==> config.mk <==
export PLATFORM = sky130hd
export DESIGN_NAME = app_switch_ctrl_flat
export DESIGN_NICKNAME = d
export VERILOG_FILES = /design/src/rtl/app_switch_pkg.sv /design/src/rtl/app_switch_ctrl_if.sv /design/src/rtl/app_switch_ctrl_req_debounce.sv /design/src/rtl/app_switch_ctrl.sv /design/src/flat_wrapper.sv
export SDC_FILE = /design/constraint.sdc
export NUM_CORES = 1
export LEC_CHECK = 0
export ABC_AREA = 1
export CORE_UTILIZATION = 65
export CTS_BUF_LIST = sky130_fd_sc_hd__clkbuf_8
export DETAILED_ROUTE_END_ITERATION = 8
export DONT_BUFFER_PORTS = 1
export PLACE_DENSITY = 0.82
export SKIP_LAST_GASP = 1
export SYNTH_ARGS = -nofsm -noshare
export SYNTH_HDL_FRONTEND = slang
export SYNTH_SLANG_ARGS = --single-unit
==> constraint.sdc <==
create_clock -name clk -period 1.9 [get_ports clk]
set_input_delay 0.285 -clock clk [delete_from_list [all_inputs] [get_ports clk]]
set_output_delay 0.285 -clock clk [all_outputs]
set_load 0.02 [all_outputs]
==> src/rtl/app_switch_pkg.sv <==
// rtl/app_switch_pkg.sv - shared types and blanked-output constants for the channel switch controller
package app_switch_pkg;

    typedef enum logic [1:0] {
        ST_IDLE   = 2'd0,
        ST_ACTIVE = 2'd1,
        ST_DRAIN  = 2'd2,
        ST_BLANK  = 2'd3
    } state_e;

    localparam logic [3:0] BLANK_FND_COM = 4'hF;
    localparam logic [7:0] BLANK_FND     = 8'hFF;
    localparam logic       BLANK_TX      = 1'b1;

    // NONE is encoded as the channel count, one past the last valid id
    function automatic int id_none(input int n_ch);
        return n_ch;
    endfunction

    function automatic int id_width(input int n_ch);
        return $clog2(n_ch + 1);
    endfunction

    function automatic int max_int(input int a, input int b);
        return (a > b) ? a : b;
    endfunction

endpackage

==> src/rtl/app_switch_ctrl_if.sv <==
// rtl/app_switch_ctrl_if.sv - channel-side inputs and muxed outputs of the switch controller
interface app_switch_ctrl_if #(
    parameter int N_CH  = 3,
    parameter int LED_W = 5
);
    localparam int ID_W = $clog2(N_CH + 1);

    logic [N_CH-1:0]       sw;
    logic [4*N_CH-1:0]     ch_fnd_com;
    logic [8*N_CH-1:0]     ch_fnd;
    logic [LED_W*N_CH-1:0] ch_led;
    logic [N_CH-1:0]       ch_tx;
    logic [N_CH-1:0]       ch_tx_busy;
    logic [N_CH-1:0]       enable;
    logic [3:0]            fnd_com;
    logic [7:0]            fnd;
    logic [LED_W-1:0]      led;
    logic                  tx;
    logic [ID_W-1:0]       active_id;
    logic                  switching;

    modport master (
        output sw, ch_fnd_com, ch_fnd, ch_led, ch_tx, ch_tx_busy,
        input  enable, fnd_com, fnd, led, tx, active_id, switching
    );

    modport slave (
        input  sw, ch_fnd_com, ch_fnd, ch_led, ch_tx, ch_tx_busy,
        output enable, fnd_com, fnd, led, tx, active_id, switching
    );

endinterface

==> src/rtl/app_switch_ctrl_req_debounce.sv <==
// rtl/app_switch_ctrl_req_debounce.sv - switch synchronizer, priority decode and stability counter
module req_debounce
    import app_switch_pkg::*;
#(
    parameter int N_CH       = 3,
    parameter int STABLE_CYC = 1_000_000,
    parameter int ID_W       = id_width(N_CH)
) (
    input  logic            clk,
    input  logic            rst,
    input  logic [N_CH-1:0] sw_i,
    output logic            req_valid_o,
    output logic            req_stable_o,
    output logic [ID_W-1:0] req_id_o
);

    localparam int              CNT_W    = $clog2(STABLE_CYC + 1);
    localparam logic [CNT_W-1:0] CNT_MAX  = CNT_W'(STABLE_CYC);
    localparam logic [CNT_W-1:0] CNT_LAST = CNT_W'(STABLE_CYC - 1);
    localparam logic [ID_W-1:0]  NONE     = ID_W'(id_none(N_CH));

    logic [N_CH-1:0]  sync1_q, sync2_q;
    logic [ID_W-1:0]  dec;
    logic [ID_W-1:0]  id_q, id_d;
    logic [CNT_W-1:0] cnt_q, cnt_d;
    logic             valid;

    always_comb begin
        dec = NONE;
        for (int i = N_CH - 1; i >= 0; i--) begin
            if (sync2_q[i]) dec = ID_W'(i);
        end
    end

    // cnt_q is the run length of id_q so far; the pulse fires on the cycle the run reaches STABLE_CYC
    always_comb begin
        id_d  = dec;
        cnt_d = cnt_q;
        valid = 1'b0;
        if (dec != id_q) begin
            cnt_d = CNT_W'(1);
            valid = (STABLE_CYC == 1);
        end else if (cnt_q != CNT_MAX) begin
            cnt_d = cnt_q + CNT_W'(1);
            valid = (cnt_q == CNT_LAST);
        end
    end

    always_ff @(posedge clk or posedge rst) begin
        if (rst) begin
            sync1_q <= '0;
            sync2_q <= '0;
            id_q    <= NONE;
            cnt_q   <= '0;
        end else begin
            sync1_q <= sw_i;
            sync2_q <= sync1_q;
            id_q    <= id_d;
            cnt_q   <= cnt_d;
        end
    end

    assign req_valid_o  = valid;
    assign req_stable_o = valid || ((dec == id_q) && (cnt_q == CNT_MAX));
    assign req_id_o     = dec;

endmodule

==> src/rtl/app_switch_ctrl.sv <==
// rtl/app_switch_ctrl.sv - hands display/LED/UART ownership between channels with drain and blanking
module app_switch_ctrl
    import app_switch_pkg::*;
#(
    parameter int N_CH       = 3,
    parameter int LED_W      = 5,
    parameter int STABLE_CYC = 1_000_000,
    parameter int BLANK_CYC  = 100_000,
    parameter int DRAIN_MAX  = 2_000_000
) (
    input logic               clk,
    input logic               rst,
    app_switch_ctrl_if.slave  bus
);

    localparam int               ID_W       = id_width(N_CH);
    localparam int               CNT_W      = $clog2(max_int(BLANK_CYC, DRAIN_MAX) + 1);
    localparam logic [ID_W-1:0]  NONE       = ID_W'(id_none(N_CH));
    localparam logic [CNT_W-1:0] BLANK_LAST = CNT_W'(BLANK_CYC - 1);
    localparam logic [CNT_W-1:0] DRAIN_LAST = CNT_W'(DRAIN_MAX - 1);

    state_e           state_q, state_d;
    logic [ID_W-1:0]  active_q, active_d;
    logic [ID_W-1:0]  target_q, target_d;
    logic [CNT_W-1:0] cnt_q, cnt_d;
    logic             recheck_q, recheck_d;

    logic             req_valid, req_stable, accept;
    logic [ID_W-1:0]  req_id;
    logic             old_busy, old_tx;

    logic [N_CH-1:0]  enable;
    logic [3:0]       fnd_com;
    logic [7:0]       fnd;
    logic [LED_W-1:0] led;
    logic             tx;

    req_debounce #(
        .N_CH       (N_CH),
        .STABLE_CYC (STABLE_CYC),
        .ID_W       (ID_W)
    ) u_req_debounce (
        .clk          (clk),
        .rst          (rst),
        .sw_i         (bus.sw),
        .req_valid_o  (req_valid),
        .req_stable_o (req_stable),
        .req_id_o     (req_id)
    );

    // A request that settled while the target was frozen is picked up on the first cycle back
    assign accept = req_valid || (recheck_q && req_stable);

    always_comb begin
        old_busy = 1'b0;
        old_tx   = 1'b1;
        for (int i = 0; i < N_CH; i++) begin
            if (active_q == ID_W'(i)) begin
                old_busy = bus.ch_tx_busy[i];
                old_tx   = bus.ch_tx[i];
            end
        end
    end

    always_comb begin
        state_d   = state_q;
        active_d  = active_q;
        target_d  = target_q;
        cnt_d     = cnt_q;
        recheck_d = 1'b0;
        case (state_q)
            ST_IDLE: begin
                if (accept && (req_id != NONE)) begin
                    target_d = req_id;
                    cnt_d    = '0;
                    state_d  = ST_BLANK;
                end
            end
            ST_ACTIVE: begin
                if (accept && (req_id != active_q)) begin
                    target_d = req_id;
                    cnt_d    = '0;
                    state_d  = ST_DRAIN;
                end
            end
            ST_DRAIN: begin
                if ((!old_busy && old_tx) || (cnt_q == DRAIN_LAST)) begin
                    active_d = NONE;
                    cnt_d    = '0;
                    state_d  = ST_BLANK;
                end else begin
                    cnt_d = cnt_q + CNT_W'(1);
                end
            end
            ST_BLANK: begin
                if (cnt_q == BLANK_LAST) begin
                    active_d  = target_q;
                    cnt_d     = '0;
                    recheck_d = 1'b1;
                    state_d   = (target_q == NONE) ? ST_IDLE : ST_ACTIVE;
                end else begin
                    cnt_d = cnt_q + CNT_W'(1);
                end
            end
            default: state_d = ST_IDLE;
        endcase
    end

    always_ff @(posedge clk or posedge rst) begin
        if (rst) begin
            state_q   <= ST_IDLE;
            active_q  <= NONE;
            target_q  <= NONE;
            cnt_q     <= '0;
            recheck_q <= 1'b0;
        end else begin
            state_q   <= state_d;
            active_q  <= active_d;
            target_q  <= target_d;
            cnt_q     <= cnt_d;
            recheck_q <= recheck_d;
        end
    end

    // The outgoing channel keeps running through DRAIN so it can finish its UART frame
    always_comb begin
        enable  = '0;
        fnd_com = BLANK_FND_COM;
        fnd     = BLANK_FND;
        led     = '0;
        tx      = BLANK_TX;
        for (int i = 0; i < N_CH; i++) begin
            if (active_q == ID_W'(i)) begin
                enable[i] = (state_q == ST_ACTIVE) || (state_q == ST_DRAIN);
                if (state_q == ST_ACTIVE) begin
                    fnd_com = bus.ch_fnd_com[4*i +: 4];
                    fnd     = bus.ch_fnd[8*i +: 8];
                    led     = bus.ch_led[LED_W*i +: LED_W];
                    tx      = bus.ch_tx[i];
                end
            end
        end
    end

    assign bus.enable    = enable;
    assign bus.fnd_com   = fnd_com;
    assign bus.fnd       = fnd;
    assign bus.led       = led;
    assign bus.tx        = tx;
    assign bus.active_id = active_q;
    assign bus.switching = (state_q == ST_DRAIN) || (state_q == ST_BLANK);

endmodule

==> src/flat_wrapper.sv <==
// flat-port wrapper written by rule: the top's interface ports become plain ports
module app_switch_ctrl_flat import app_switch_pkg::*;
#(
    parameter int N_CH       = 3,
    parameter int LED_W      = 5,
    parameter int STABLE_CYC = 1_000_000,
    parameter int BLANK_CYC  = 100_000,
    parameter int DRAIN_MAX  = 2_000_000
)
  (clk, rst, bus_sw, bus_ch_fnd_com, bus_ch_fnd, bus_ch_led, bus_ch_tx, bus_ch_tx_busy, bus_enable, bus_fnd_com, bus_fnd, bus_led, bus_tx, bus_active_id, bus_switching);
  app_switch_ctrl_if #(.N_CH(N_CH), .LED_W(LED_W)) bus_i ();
  input logic clk;
  input logic rst;
  input wire logic [$bits(bus_i.sw)-1:0] bus_sw;
  input wire logic [$bits(bus_i.ch_fnd_com)-1:0] bus_ch_fnd_com;
  input wire logic [$bits(bus_i.ch_fnd)-1:0] bus_ch_fnd;
  input wire logic [$bits(bus_i.ch_led)-1:0] bus_ch_led;
  input wire logic [$bits(bus_i.ch_tx)-1:0] bus_ch_tx;
  input wire logic [$bits(bus_i.ch_tx_busy)-1:0] bus_ch_tx_busy;
  output wire logic [$bits(bus_i.enable)-1:0] bus_enable;
  output wire logic [$bits(bus_i.fnd_com)-1:0] bus_fnd_com;
  output wire logic [$bits(bus_i.fnd)-1:0] bus_fnd;
  output wire logic [$bits(bus_i.led)-1:0] bus_led;
  output wire logic [$bits(bus_i.tx)-1:0] bus_tx;
  output wire logic [$bits(bus_i.active_id)-1:0] bus_active_id;
  output wire logic [$bits(bus_i.switching)-1:0] bus_switching;
  assign bus_i.sw = bus_sw;
  assign bus_i.ch_fnd_com = bus_ch_fnd_com;
  assign bus_i.ch_fnd = bus_ch_fnd;
  assign bus_i.ch_led = bus_ch_led;
  assign bus_i.ch_tx = bus_ch_tx;
  assign bus_i.ch_tx_busy = bus_ch_tx_busy;
  assign bus_enable = bus_i.enable;
  assign bus_fnd_com = bus_i.fnd_com;
  assign bus_fnd = bus_i.fnd;
  assign bus_led = bus_i.led;
  assign bus_tx = bus_i.tx;
  assign bus_active_id = bus_i.active_id;
  assign bus_switching = bus_i.switching;
  app_switch_ctrl #(.N_CH(N_CH), .LED_W(LED_W), .STABLE_CYC(STABLE_CYC), .BLANK_CYC(BLANK_CYC), .DRAIN_MAX(DRAIN_MAX)) u_core (.clk(clk), .rst(rst), .bus(bus_i));
endmodule
# After elaboration in Yosys (flattened, before gate mapping)

Index checks and enable logic that the tools add are counted.

Equal/unequal tests: 19
Order comparisons: 0
Reductions and logical operators: 20
Multiplexer cells: 58
Divide/modulo/power cells: 0
Multiply operators: 0
Add/sub/neg operators: 2
Bitwise gates (word level): 0
Shift-type cells: 0

Operators by type and width:

| operator                                              | count |
|---|---|
| 2-to-1 mux 21 bit                                     | 4 |
| case mux 21 bit (4 select lines)                      | 1 |
| 2-to-1 mux 8 bit                                      | 6 |
| equality test 20 bit, second input constant           | 2 |
| 2-to-1 mux 20 bit                                     | 2 |
| 2-to-1 mux 5 bit                                      | 6 |
| 2-to-1 mux 4 bit                                      | 6 |
| adder 21 x 1 -> 21 bit, second input constant         | 1 |
| equality test 21 x 17 -> 1 bit, second input constant | 1 |
| equality test 21 bit, second input constant           | 1 |
| 2-to-1 mux 1 bit                                      | 21 |
| adder 20 x 1 -> 20 bit, second input constant         | 1 |
| inequality test 20 bit, second input constant         | 1 |
| 2-to-1 mux 2 bit                                      | 9 |
| equality test 2 bit, second input constant            | 4 |
| inequality test 2 x 1 -> 1 bit, second input constant | 4 |
| case mux 2 bit (2 select lines)                       | 2 |
| case mux 2 bit (4 select lines)                       | 1 |
| AND reduction 3 bit                                   | 2 |
| nonzero test 2 bit                                    | 3 |
| logical AND 1 bit                                     | 5 |
| logical OR 1 bit                                      | 5 |
| equality test 2 x 1 -> 1 bit, second input constant   | 2 |
| logical NOT 2 bit                                     | 2 |
| other kinds (6)                                       | 7 |

Memory bits (read-only): 0
Word-level logic and storage cells: 108
Input bits: 62
RAM bits: 0
Register bits: 56
Memories: 0
Output and inout bits: 24
Bits in latches: 0

# Depth between registers and ports, before layout

Gate-level depths: netlist (run 1).

Depth in word-level cells: 11
Depth in mapped cells: 13
Mapped depth without buffers: 13

# Hierarchy

From an unflattened synthesis (run 1), not the netlist that was laid out.

Cells, all modules: 537
Area total of the unflattened synthesis: 3808.7 µm²

Modules (own cells, without submodules):

| module          | seq. area each (µm²) | cells each | area each (µm²) | times used |
|---|---|---|---|---|
| app_switch_ctrl | 705.7                | 344        | 2304.7          | 1 |
| req_debounce    | 703.2                | 193        | 1503.9          | 1 |

# Worst setup path before layout (run 1)

No wires, ideal clock.

Kind: flip-flop to output port
Start: register u_core.active_q[0] (netlist: u_core.bus.active_id[0])
End: output bus_fnd[1]
Slack: -201 ps
Data required time: 1615 ps
Stages on the path, launching flop included: 7
Arrival: 1816 ps
Buffers on the path: 2
Cell sequence: dfstp_2 -> buf_2 -> inv_2 -> nand2_1 -> clkbuf_1 -> o22ai_1 -> o21ai_0

Word-level cells in the longest chain between the ends: 6
Elaborated cells between the ends (all ways): 8

Ends and longest elaborated chain:

| element                | line                   | text |
|---|---|---|
| from (decl)            | app_switch_ctrl.sv:23  | `logic [ID_W-1:0] active_q, active_d;` |
| from (signal assigned) | app_switch_ctrl.sv:118 | `active_q <= active_d;` |
| logical NOT 2 bit      | app_switch_ctrl.sv:133 | `if (active_q == ID_W'(i)) begin` |
| 2-to-1 mux 8 bit       | app_switch_ctrl.sv:133 |  |
| 2-to-1 mux 8 bit       | app_switch_ctrl.sv:135 | `if (state_q == ST_ACTIVE) begin` |
| 2-to-1 mux 8 bit       | app_switch_ctrl.sv:133 |  |
| 2-to-1 mux 8 bit       | app_switch_ctrl.sv:135 |  |
| 2-to-1 mux 8 bit *     | app_switch_ctrl.sv:133 |  |
| to (decl)              | flat_wrapper.sv:22     | `output wire logic [$bits(bus_i.fnd)-1:0] bus_fnd;` |

Mark *: on every way between the ends. The rest lies on a longest branch, timed or not.

# Final worst setup path (run 1)

Start: register u_core.active_q[1] (netlist: u_core.bus.active_id[1])
End: output bus_fnd[4]

Same word-level chain as after synthesis.

==> key figures, run 1 <==
Run status
  – Status: complete, but fails checks
  – Violated checks: design-rule violations, negative setup slack

Clock tree
  – Maximum clock path buffer count: 2
  – Root Driver: clkbuf_8
  – Htree depth: 2
  – TritonCTS clock tree: built
  – Total CTS buffers: 5
  – Worst-Skew Late Latency: 0.32 ns
  – Clk sink count: 56
  – Clock-pin slew on the worst setup and hold paths: approximately 0.1 ns

Synth
  – Post-Syn Area: roughly 4100 um2
  – YS warnings: 0
  – Syn_nets: ~700
  – Number of flops mapped to enable cells by yosys: 0
  – Syn avg cell area: 6.67 um2
  – Asr flop ratio synth: 100%
  – Prevailing post-synth register cell: dfrtp_1
  – Synth cell types: 43
  – Sequential share of the synthesized area: 34.1%
  – Yosys reg bits: between 50 and 60
  – Synthesized instance count: 619

GRT
  – Initial antenna violation count: 0
  – Largest net degree at the start of global routing: 33
  – Vias in the first global route: 3818
  – Total GRT Usage: 32.5%
  – First-pass GRT wire length: 16.4 mm
  – Gr ovfl total: 0

Routing
  – First-pass DRT Iterations: 9
  – DRC Markers: 1
  – Post-route ant nets: 0
  – Vias per Instance: 5.89
  – Detailed Route Iter0 Violations: 266
  – Via count: 4295
  – DR WL/cell: 15.8 um
  – DRT Wirelength: 11.5 mm

Flow run
  – Max Cap Viol: 0

Worst setup path
  – Worst r2r src: u_core.state_q[0]
  – Critical path startpoint category: register
  – Worst EP arrival: roughly 1.7 ns
  – Slowest CP cell: dfstp_2
  – Critical path's top delay family: flip-flops
  – Critical path class: register to output port
  – Crit-path max cell delay: 0.57 ns
  – CP max FO: 9
  – Setup crit end kind: output port
  – Worst Setup SP: u_core.bus.active_id[1]
  – CP Buf/Inv Count: 3
  – Required time worst endpoint: roughly 1.6 ns
  – Worst path cell trace: buf_4 > nor2_2 > inv_1 > buf_6 > o22ai_1 > o21ai_2

Finish
  – Most frequent cells in the layout: nand2_1, nor2_1, inv_1
  – Register area: roughly 1400 um2
  – Fillers: 433
  – Area Growth Syn to Fin: 17.1%
  – Share of layout cells above drive strength 1: 19.3%
  – Area taken by multi-input logic gates: 2560 um2
  – Nets: 723
  – Diode count: 0
  – Fin area: between 4000 and 5000 um2
  – Most common cell after layout, fill and taps aside: nand2_1

Floorplanning
  – Die area: 6680 um2
  – Placement Rows: 28
  – Initial core utilization: 68.6%
  – I/O pin cnt: 86
  – Die Ht: 81.7 um
  – Die X-Extent: 81.7 um
  – Core area: 6030 um2

Timing
  – Layout Skew: 0.0103 ns
  – Hold Slack: roughly 0.36 ns
  – Hold Fails Final Rpt: 0
  – Worst Max-Slew Pin Slew: 0.563 ns
  – Fin worst setup slack: -0.0392 ns
  – Slew margin rel.: 62.4%
  – Final setup vio count: 11
  – Max Clock Freq: 0.516 GHz
  – Max-slew violations: 0
  – Final period utilization: 102%
  – Min Tclk post-route: 1.94 ns
  – RSZ-0062 raised after global routing: yes

Hold path
  – Hold crit path type: register to register
  – Hold Path Origin: u_core.u_req_debounce.sync1_q[0]

Place
  – HPWL after DPL: 7.76 mm
  – Final GP Congestion: 0.940
  – Placed Area: 4400 um2
  – IO Port Bufs: 0

Power and ir drop
  – Peak supply drop: between 400 and 500 uV
  – Leakage dissipation: about 2.5 nW
  – Pwr per Cell Area: 483 nW/um2
## sequential cells by signal (all words and copies together) (netlist names)
register and cells:
u_core.u_req_debounce.sync2_q 3, u_core.target_q 2, u_core.u_req_debounce.sync1_q 3, u_core.u_req_debounce.id_q 2
u_core.recheck_q 1, u_core.cnt_q 21, u_core.bus.active_id 2, u_core.u_req_debounce.cnt_q 20
u_core.state_q 2
## synth_stat cells (all sizes together), types with 6 or more instances
library cell,count,area [um2]
nand4,15,93.8
buf,9,66.3
nand3,49,258
a21oi,31,181
clkbuf,8,30.0
inv,65,244
o22ai,8,50.1
nor2,89,383
dfstp,6,158
nor3,9,45.0
o21ai,32,175
dfrtp,50,1250
xor2,12,105
nand2,201,788
a31oi,6,37.5
ha,8,100
## logic make-up (layout without fill, tap and decap cells)
kind of cell	after synthesis	after routing	share of synthesized area, %
AND/OR/NAND/NOR	372	373	39.4
AO/OA/AOI/OAI	87	87	12.7
buffers and inverters	82	116	8.24
flip-flops	56	56	34.1
XOR/XNOR	14	14	3.15
adder cells (fa/ha/maj)	8	8	2.42
## layer usage
| layer | routed length (um) | part of all wire (%) | vias to the layer above | track usage [%] |
|---|---|---|---|---|
| met3 | 828 | 7.2 | 45 | 6.00 |
| met2 | 5530 | 48 | 195 | 56.2 |
| met4 | 465 | 4.0 | 0 | 14.6 |
| met1 | 4670 | 41 | 1988 | 39.0 |
| li1 | - | - | 2067 | - |
| met5 | 0 | 0 | - | 0 |
## worst paths after layout
check / endpoint / slack [ns] / cells past startpoint
worst max-delay path: bus_fnd[4] / -0.04 / 6
worst min-delay path: u_core.u_req_debounce.sync2_q[0] / 0.36 / 0
worst max register to register: u_core.cnt_q[4] / 0.04 / 9
worst min register to register: u_core.u_req_debounce.sync2_q[0] / 0.36 / 0
max in group asynchronous: u_core.bus.active_id[1] / 0.78 / 3
min in group asynchronous: u_core.u_req_debounce.cnt_q[18] / 0.47 / 2
## stage by stage
stage	TNS, ns	utilization (%)	worst slack [ns]	std cells	power (mW)
floorplan	0	-	0.0174	619	1.37
global placement	0	72.9	0.160	704	1.40
detailed placement	0	72.9	0.0657	704	1.41
CTS	-0.0338	77.5	-0.00840	723	2.34
global route	-1.99	80.3	-0.115	729	2.41
finish	-0.225	80.3	-0.0392	729	2.34
## cell type report
cell class	instances	share of cell area, %
inverters	65	5.20
clock inverters	3	1.32
clock buffers	5	1.42
multi-input cells	482	52.9
repair buffers	43	7.99
flip-flops and latches	56	29.2
well taps	75	1.94
## repair_timing
action                                  4_1_cts  5_1_grt
hold buffers                                  4        0
endpoints found under the hold margin        27        0
buffers inserted                              6        5
pin swaps                                     4        9
resized for setup                            11       30
endpoints found under the setup margin       19       45
cloned                                        1        1
## power by group
group	leakage [nW]	internal [mW]	switching, mW
clock network	0.0695	0.522	0.404
logic	1.76	0.0637	0.113
registers	0.628	1.21	0.0218
total	2.46	1.80	0.539
Note: power is estimated with default switching activity, not from simulation.
==> run 2, diff against run 1 <==
--- a/config.mk
+++ b/config.mk
@@ -6,11 +6,14 @@
 export NUM_CORES = 1
 export LEC_CHECK = 0
 export ABC_AREA = 1
-export CORE_UTILIZATION = 65
+export CELL_PAD_IN_SITES_DETAIL_PLACEMENT = 1
+export CELL_PAD_IN_SITES_GLOBAL_PLACEMENT = 1
+export CORE_UTILIZATION = 42
 export CTS_BUF_LIST = sky130_fd_sc_hd__clkbuf_8
 export DETAILED_ROUTE_END_ITERATION = 8
 export DONT_BUFFER_PORTS = 1
-export PLACE_DENSITY = 0.82
+export PLACE_DENSITY = 0.8
+export SETUP_SLACK_MARGIN = 0.4
 export SKIP_LAST_GASP = 1
 export SYNTH_ARGS = -nofsm -noshare
 export SYNTH_HDL_FRONTEND = slang
==> constraint.sdc (replaced) <==
create_clock -name clk -period 1.65 [get_ports clk]
set_input_delay 0.2475 -clock clk [delete_from_list [all_inputs] [get_ports clk]]
set_output_delay 0.2475 -clock clk [all_outputs]
set_load 0.02 [all_outputs]
==> run 2 against run 1 <==
Net effect:
- the flow now stops in global routing
- area after synthesis unchanged
- synthesized cell count unchanged
==> key figures, run 2 <==
Floorplanning
  – Die Ht: 101 um
  – Placement Rows: 35
  – Initial core utilization: 44.1%
  – I/O pin cnt: 86
  – Die X-Extent: a little over 100 um

Place
  – HPWL after DPL: 10.6 mm
  – Final GP Congestion: 0.916
  – Placed insts: 810
  – Dpl ws: -0.170 ns
  – IO Port Bufs: 0
  – Placed Area: 5040 um2

Timing
  – GRT worst endpoint: bus_led[3]
  – Worst endpoint type: primary output

Clock tree
  – Clk sink count: 56
  – Root Driver: clkbuf_8
  – Htree depth: 2
  – Maximum clock path buffer count: 2
  – Total CTS buffers: 5

Synth
  – Synth top cells by count: nand2_1, nor2_1, inv_1
  – Most frequent cell after synthesis: nand2_1
  – Area share of the largest cell type after synthesis: 30.3%
  – Largest area contributor in the netlist: dfrtp_1
  – Number of flops mapped to enable cells by yosys: 0
  – Yosys reg bits: 56
  – Asr flop ratio synth: 100%
  – Sequential share of the synthesized area: 34.1%
  – Syn avg cell area: around 6.7 um2
  – Prevailing post-synth register cell: dfrtp_1
  – YS warnings: 0
  – Post-Syn Area: 4130 um2
  – Synthesized instance count: 619
  – Syn_nets: around 690
  – Area contributors post-synth: dfrtp_1, nand2_1, nor2_1
  – Synth cell types: 43

Run status
  – Last stage: global routing
  – Status: did not finish
  – Stop Error: [ERROR GRT-0232] Routing congestion too high. Check the congestion heatmap in the GUI.

GRT
  – Gr ovfl total: 288
  – Total GRT Usage: around 90%
  – Largest net degree at the start of global routing: 23
## run 2: cell counts after synthesis
No cell type changed its count.
## run 2: per-stage QoR
step           hold WS [ns]  TNS [ns]
3_5_place_dp          0.175     -4.08
3_3_place_gp          0.159     -1.75
2_1_floorplan         0.279    -0.365
4_1_cts               0.373     -9.87
## run 2: cell families after synthesis
logic type,Yosys count,share of synthesized area [%]
simple gates,372,39.4
compound gates,87,12.7
buf+inv,82,8.24
flops,56,34.1
xor+xnor,14,3.15
fa+ha+maj,8,2.42
## run 2: repair_timing
action | in CTS
hold endpoints to repair | 19
gates resized for setup | 126
cloned | 8
hold buffers | 4
setup buffers | 41
setup endpoints to repair | 71
pin swaps | 49
## run 2: metal layers
layer	overflow	track usage (%)
met2	168	105
met5	0	38.5
met1	3	86.3
met4	110	99.0
met3	7	77.2
==> run 3, diff against run 2 <==
--- a/config.mk
+++ b/config.mk
@@ -6,14 +6,10 @@
 export NUM_CORES = 1
 export LEC_CHECK = 0
 export ABC_AREA = 1
-export CELL_PAD_IN_SITES_DETAIL_PLACEMENT = 1
-export CELL_PAD_IN_SITES_GLOBAL_PLACEMENT = 1
-export CORE_UTILIZATION = 42
-export CTS_BUF_LIST = sky130_fd_sc_hd__clkbuf_8
+export CORE_UTILIZATION = 40
 export DETAILED_ROUTE_END_ITERATION = 8
 export DONT_BUFFER_PORTS = 1
-export PLACE_DENSITY = 0.8
-export SETUP_SLACK_MARGIN = 0.4
+export PLACE_DENSITY_LB_ADDON = 0.15
 export SKIP_LAST_GASP = 1
 export SYNTH_ARGS = -nofsm -noshare
 export SYNTH_HDL_FRONTEND = slang
==> constraint.sdc (replaced) <==
create_clock -name clk -period 2.15 [get_ports clk]
set_input_delay 0.3225 -clock clk [delete_from_list [all_inputs] [get_ports clk]]
set_output_delay 0.3225 -clock clk [all_outputs]
set_load 0.02 [all_outputs]
==> run 3 against run 2 <==
Net effect:
- the run now ends clean
==> key figures, run 3 (same netlist as run 1, synthesis figures left out) <==
Worst setup path
  – Slowest CP cell: dfrtp_1
  – Required time worst endpoint: 1.83 ns
  – Critical path's top delay family: flip-flops
  – Worst EP arrival: around 1.8 ns
  – Crit-path max cell delay: roughly 0.42 ns
  – R2r setup slk: roughly 0.22 ns
  – Worst path cell trace: buf_4 > buf_4 > ha_1 > or2_2
  – CP max FO: 9
  – Reg2reg end: u_core.cnt_q[15]
  – Critical path startpoint category: register
  – CP Buf/Inv Count: 2
  – Critical path class: register to output port
  – Worst Reg-to-Reg Cells: 9
  – Setup crit end kind: output port
  – Worst path most repeated cell: buf_4
  – Worst r2r src: u_core.bus.active_id[0]

Hold path
  – Hold Path Cell Cnt: 0
  – Hold Path Origin: u_core.u_req_debounce.sync1_q[0]
  – Min-Delay Endpoint: u_core.u_req_debounce.sync2_q[0]
  – Hold crit path type: register to register

Finish
  – Number of flip-flops in the largest register: 21
  – Diode count: 0
  – Fillers: 1015
  – Fin area: between 4000 and 5000 um2
  – Regs by FF count: u_core.cnt_q: 21 flops, u_core.u_req_debounce.cnt_q: 20 flops
  – Fin util: 47.2%
  – Most common cell after layout, fill and taps aside: nand2_1
  – Area taken by multi-input logic gates: 2420 um2
  – Register area: 1410 um2
  – Most flop-heavy register: u_core.cnt_q
  – Most frequent cells in the layout: nand2_1, nor2_1, inv_1
  – Area Growth Syn to Fin: 13.3%
  – Share of layout cells above drive strength 1: approximately 15%
  – Nets: 720

GRT
  – Total GRT Usage: 20.7%
  – Initial antenna violation count: 0
  – Largest net degree at the start of global routing: 30
  – First-pass GRT wire length: 18.1 mm
  – Vias in the first global route: 3753
  – Gr ovfl total: 0

Power and ir drop
  – Internal: 1.37 mW
  – P_sw: between 500 and 600 uW
  – Combinational share of power: 7.3%
  – Peak supply drop: roughly 250 uV
  – Part of the power in the clock network: 35.9%
  – Switching Share: approximately 29%
  – Share of power burned in registers: 56.8%
  – Pwr per Cell Area: 408 nW/um2
  – Leakage dissipation: 2.40 nW

Routing
  – Via count: between 3000 and 4000
  – DRT Wirelength: 10.8 mm
  – Post-route ant nets: 0
  – Detailed Route Iter0 Violations: 318
  – Vias per Instance: about 5.0
  – First-pass DRT Iterations: 5
  – DR WL/cell: around 14 um
  – DRC Markers: 0

Run status
  – Status: completed

Floorplanning
  – Die area: 10700 um2
  – Placement Rows: 36
  – Core area: 9910 um2
  – Initial core utilization: 41.7%
  – Die X-Extent: 104 um
  – I/O pin cnt: 86
  – Die Ht: between 100 and 150 um

Timing
  – Slew margin rel.: 55.8%
  – Hold Slack: between 0.3 and 0.4 ns
  – Hold Fails Final Rpt: 0
  – Max Clock Freq: between 0.4 and 0.5 GHz
  – Max-slew violations: 0
  – Final setup vio count: 0
  – RSZ-0062 raised after global routing: yes
  – Final period utilization: 98.6%
  – Layout Skew: around 0.014 ns
  – Min Tclk post-route: 2.12 ns
  – Fin worst setup slack: ~0.031 ns
  – Worst Max-Slew Pin Slew: 0.662 ns

Place
  – Dpl ws: approximately 0.15 ns
  – Placed Area: 4400 um2
  – IO Port Bufs: 0
  – Final GP Congestion: 0.871
  – HPWL after DPL: 7.98 mm

Clock tree
  – Root Driver: clkbuf_8
  – Htree depth: 2
  – Maximum clock path buffer count: 2
  – Total CTS buffers: 5
  – Worst-Skew Late Latency: about 0.36 ns
  – Clock-pin slew on the worst setup and hold paths: around 0.12 ns
  – TritonCTS clock tree: built
  – Clk sink count: between 50 and 60

Flow run
  – Max Cap Viol: 0
-- run 3: worst reg2reg max path, stage by stage, from the launching register on --
cell	delay, ns
dfstp_2	0.57
buf_4	0.13
buf_4	0.11
buf_4	0.15
xor2_1	0.30
a21o_1	0.21
a21oi_4	0.04
buf_4	0.21
nand2_1	0.08
nand2_1	0.04
-- run 3: layout make-up --
class                           instances  area share [%]
Clock inverter                          3           0.615
Multi-Input combinational cell        481            51.7
Sequential cell                        56            30.1
Clock buffer                            5            1.47
Inverter                               65            5.29
Timing Repair Buffer                   41            7.22
Tap cell                              133            3.56
-- run 3: how the worst max path moves through the flow --
stage                       startpoint       endpoint  slack, ns  cells past startpoint
2_1_floorplan  u_core.bus.active_id[0]     bus_fnd[1]       0.01                      6
3_3_place_gp         u_core.state_q[1]     bus_fnd[0]       0.21                      6
3_5_place_dp         u_core.state_q[1]     bus_fnd[0]       0.15                      6
4_1_cts        u_core.bus.active_id[1]     bus_fnd[7]      0.006                      6
5_1_grt              u_core.state_q[1]     bus_fnd[4]      -0.05                      7
6_report             u_core.state_q[1]  bus_switching       0.03                      4
-- run 3: layer usage --
metal | GRT usage [%] | wire [um] | vias to the layer above
met1 | 27.0 | 5040 | 1780
met4 | 5.18 | 159 | 0
li1 | - | - | 2065
met2 | 34.1 | 4940 | 98
met3 | 5.29 | 640 | 8
met5 | 0 | 0 | -
-- run 3: repair_timing --
action                                  4_1_cts  5_1_grt
resized for setup                             6       18
endpoints found under the setup margin       15       18
buffers inserted                              6        4
hold buffers                                  4        0
pin swaps                                     0        1
endpoints found under the hold margin        24        0
-- run 3: power groups by stage --
| stage | Clock [mW] | Combinational, mW | Sequential [mW] |
|---|---|---|---|
| CTS | 0.705 | 0.142 | 1.09 |
| global placement | 0 | 0.132 | 1.11 |
| finish | 0.686 | 0.139 | 1.09 |
| global route | 0.745 | 0.160 | 1.09 |
| floorplan | 0 | 0.104 | 1.10 |
| detailed placement | 0 | 0.135 | 1.11 |
-- run 3: through the flow --
step	setup TNS (ns)	total power [mW]	cells
2_1_floorplan	0	1.21	619
3_3_place_gp	0	1.24	762
3_5_place_dp	0	1.24	762
4_1_cts	0	1.93	780
5_1_grt	-0.117	1.99	784
6_report	0	1.91	784
==> run 4, diff against run 3 <==
--- a/config.mk
+++ b/config.mk
@@ -5,11 +5,12 @@
 export SDC_FILE = /design/constraint.sdc
 export NUM_CORES = 1
 export LEC_CHECK = 0
-export ABC_AREA = 1
+export ABC_AREA = 0
 export CORE_UTILIZATION = 40
 export DETAILED_ROUTE_END_ITERATION = 8
 export DONT_BUFFER_PORTS = 1
 export PLACE_DENSITY_LB_ADDON = 0.15
+export SKIP_CTS_REPAIR_TIMING = 1
 export SKIP_LAST_GASP = 1
 export SYNTH_ARGS = -nofsm -noshare
 export SYNTH_HDL_FRONTEND = slang
==> run 4 against run 3 <==
Net effect:
- the run now ends with negative setup slack left
- die area fell by 17%
- sequential power barely moved
- core utilization rose by 5.7 points
- critical path type is now register to register
- power rose by 2.1%
- clock-buffer cell count rose by 1
==> key figures, run 4 <==
Routing
  – First-pass DRT Iterations: 4
  – Post-route ant nets: 0
  – DRT Wirelength: 8.20 mm
  – DRC Markers: 0
  – Vias per Instance: 5.39
  – DR WL/cell: about 15 um
  – Detailed Route Iter0 Violations: 58
  – Via count: about 2900

Worst setup path
  – CP Buf/Inv Count: 2
  – R2r setup slk: -0.10 ns
  – Required time worst endpoint: 2.35 ns
  – Critical path startpoint category: register
  – CP max FO: 6
  – Worst Setup SP: u_core.u_req_debounce.cnt_q[4]
  – Reg2reg end: u_core.cnt_q[16]
  – Worst Reg-to-Reg Cells: 8
  – Setup crit end kind: register
  – Worst path cell trace: nor4_2 > nand4_1 > a2111o_1 > a21oi_4 > buf_6 > buf_12 > o21ai_2 > a22o_1
  – Worst EP arrival: 2.45 ns
  – Slowest CP cell: a2111o_1
  – Worst r2r src: u_core.u_req_debounce.cnt_q[4]
  – Critical path class: register to register
  – Crit-path max cell delay: between 0.4 and 0.5 ns
  – Critical path's top delay family: compound AO/OA/AOI/OAI gates

Synth
  – Area contributors post-synth: dfrtp_1, mux2_2, dfstp_2
  – Asr flop ratio synth: 100%
  – Synth cell types: 51
  – Largest area contributor in the netlist: dfrtp_1
  – Number of flops mapped to enable cells by yosys: 0
  – Syn avg cell area: 9.12 um2
  – Sequential share of the synthesized area: 41.0%
  – Most frequent cell after synthesis: dfrtp_1
  – Syn_nets: 447
  – Yosys reg bits: 56
  – Post-Syn Area: 3440 um2
  – Prevailing post-synth register cell: dfrtp_1
  – Synth top cells by count: dfrtp_1, nand2_1, nor2_1
  – Area share of the largest cell type after synthesis: 36.4%
  – YS warnings: 0
  – Synthesized instance count: 377

Clock tree
  – Worst-Skew Late Latency: between 0.3 and 0.4 ns
  – Htree depth: 2
  – Clock-pin slew on the worst setup and hold paths: 0.11 ns
  – Total CTS buffers: 5
  – Clk sink count: 56
  – Maximum clock path buffer count: 2
  – Root Driver: clkbuf_8
  – TritonCTS clock tree: built

Hold path
  – Min-Delay Endpoint: u_core.u_req_debounce.sync1_q[2]
  – Hold Path Cell Cnt: 0
  – Hold Path Origin: bus_sw[2]
  – Hold crit path type: input pin to register

Finish
  – Most frequent cells in the layout: buf_4, dfrtp_1, nor2_1
  – Nets: 499
  – Share of layout cells above drive strength 1: between 30% and 40%
  – Most flop-heavy register: u_core.cnt_q
  – Fin util: 53.0%
  – Finished Layout Cells: 535
  – Regs by FF count: u_core.cnt_q: 21 flops, u_core.u_req_debounce.cnt_q: 20 flops
  – Number of flip-flops in the largest register: 21
  – Area Growth Syn to Fin: 27.3%
  – Fillers: 758
  – Diode count: 0
  – Most common cell after layout, fill and taps aside: buf_4

Timing
  – Final setup vio count: 21
  – Layout Skew: 0.0154 ns
  – Max-slew violations: 0
  – Slew margin rel.: 71.3%
  – Final period utilization: 105%
  – RSZ-0062 raised after global routing: yes
  – Worst Max-Slew Pin Slew: 0.427 ns
  – Min Tclk post-route: 2.25 ns
  – Hold Fails Final Rpt: 0
  – Fin worst setup slack: -0.101 ns
  – Max Clock Freq: 0.444 GHz

Floorplanning
  – I/O pin cnt: 86
  – Die area: ~9000 um2
  – Placement Rows: 33
  – Die X-Extent: 94.7 um
  – Core area: 8260 um2
  – Die Ht: 94.7 um
  – Initial core utilization: approximately two fifths

Place
  – HPWL after DPL: around 5.8 mm
  – IO Port Bufs: 0
  – Final GP Congestion: 0.845
  – Placed insts: 521

GRT
  – Initial antenna violation count: 0
  – Largest net degree at the start of global routing: 43
  – Vias in the first global route: between 2000 and 3000
  – First-pass GRT wire length: 12.6 mm
  – Total GRT Usage: about 18%
  – Gr ovfl total: 0

Power and ir drop
  – Leakage dissipation: roughly 1.8 nW
  – Pwr per Cell Area: about 450 nW/um2
  – Peak supply drop: 298 uV

Run status
  – Status: complete, but fails checks
  – Violated checks: negative setup slack

Flow run
  – Max Cap Viol: 0
==> run 4: cell count changes after synthesis, sizes merged, moves of 9 or more <==
cell / change
nand2: -168
a21oi: -21
mux2: +16
inv: -49
and2: +9
nor2b: +10
nor2: -60
nand3: -36
and3: +9
a22o: +16
==> run 4: worst max path at each step <==
stage | end | slack (ns) | cells past startpoint
final | u_core.cnt_q[16] | -0.10 | 8
after global routing | u_core.cnt_q[18] | -0.19 | 8
after detailed placement | u_core.cnt_q[14] | -0.14 | 7
after global placement | u_core.cnt_q[14] | -0.09 | 7
after floorplan | u_core.state_q[0] | 0.002 | 7
after CTS | u_core.cnt_q[14] | -0.19 | 7
==> run 4: power by group <==
part	leakage, nW	switching, mW	internal (mW)
logic	1.02	0.0835	0.0702
clock network	0.0558	0.358	0.353
registers	0.725	0.0148	1.07
==> run 4: through the flow <==
step | TNS [ns] | total power, mW | setup slack (ns) | hold slack [ns] | cell area, um2
4_1_cts | -2.48 | 1.96 | -0.190 | -0.135 | 4060
3_5_place_dp | -0.875 | 1.25 | -0.141 | 0.203 | 3950
5_1_grt | -3.58 | 2.04 | -0.187 | 0.00518 | 4370
3_3_place_gp | -0.749 | 1.25 | -0.0873 | 0.198 | 3950
2_1_floorplan | 0 | 1.20 | 0.00226 | 0.331 | 3450
6_report | -1.21 | 1.95 | -0.101 | 0.0297 | 4370
==> run 4: layer usage <==
layer	GRT usage, %	routed length, um
met5	0	0
met4	3.54	24
met3	2.74	143
met2	27.5	3960
met1	26.3	4070
==> run 4: final cells by class <==
type	instances	area (um2)	share of cell area [%]
Timing Repair Buffer	63	592	13.5
Multi-Input combinational cell	287	2070	47.3
Inverter	16	60.1	1.37
Sequential cell	56	1410	32.2
Clock inverter	2	38.8	0.887
Tap cell	105	131	3.00
Clock buffer	6	72.6	1.66
==> run 4: kinds of logic after synthesis <==
group	Yosys count	share of synthesized area, %
AND/OR/NAND/NOR	161	25.2
AO/OA/AOI/OAI	79	15.3
flip-flops	56	41.0
buffers and inverters	34	4.19
multiplexers	24	7.57
XOR/XNOR	15	3.82
adder cells (fa/ha/maj)	8	2.91
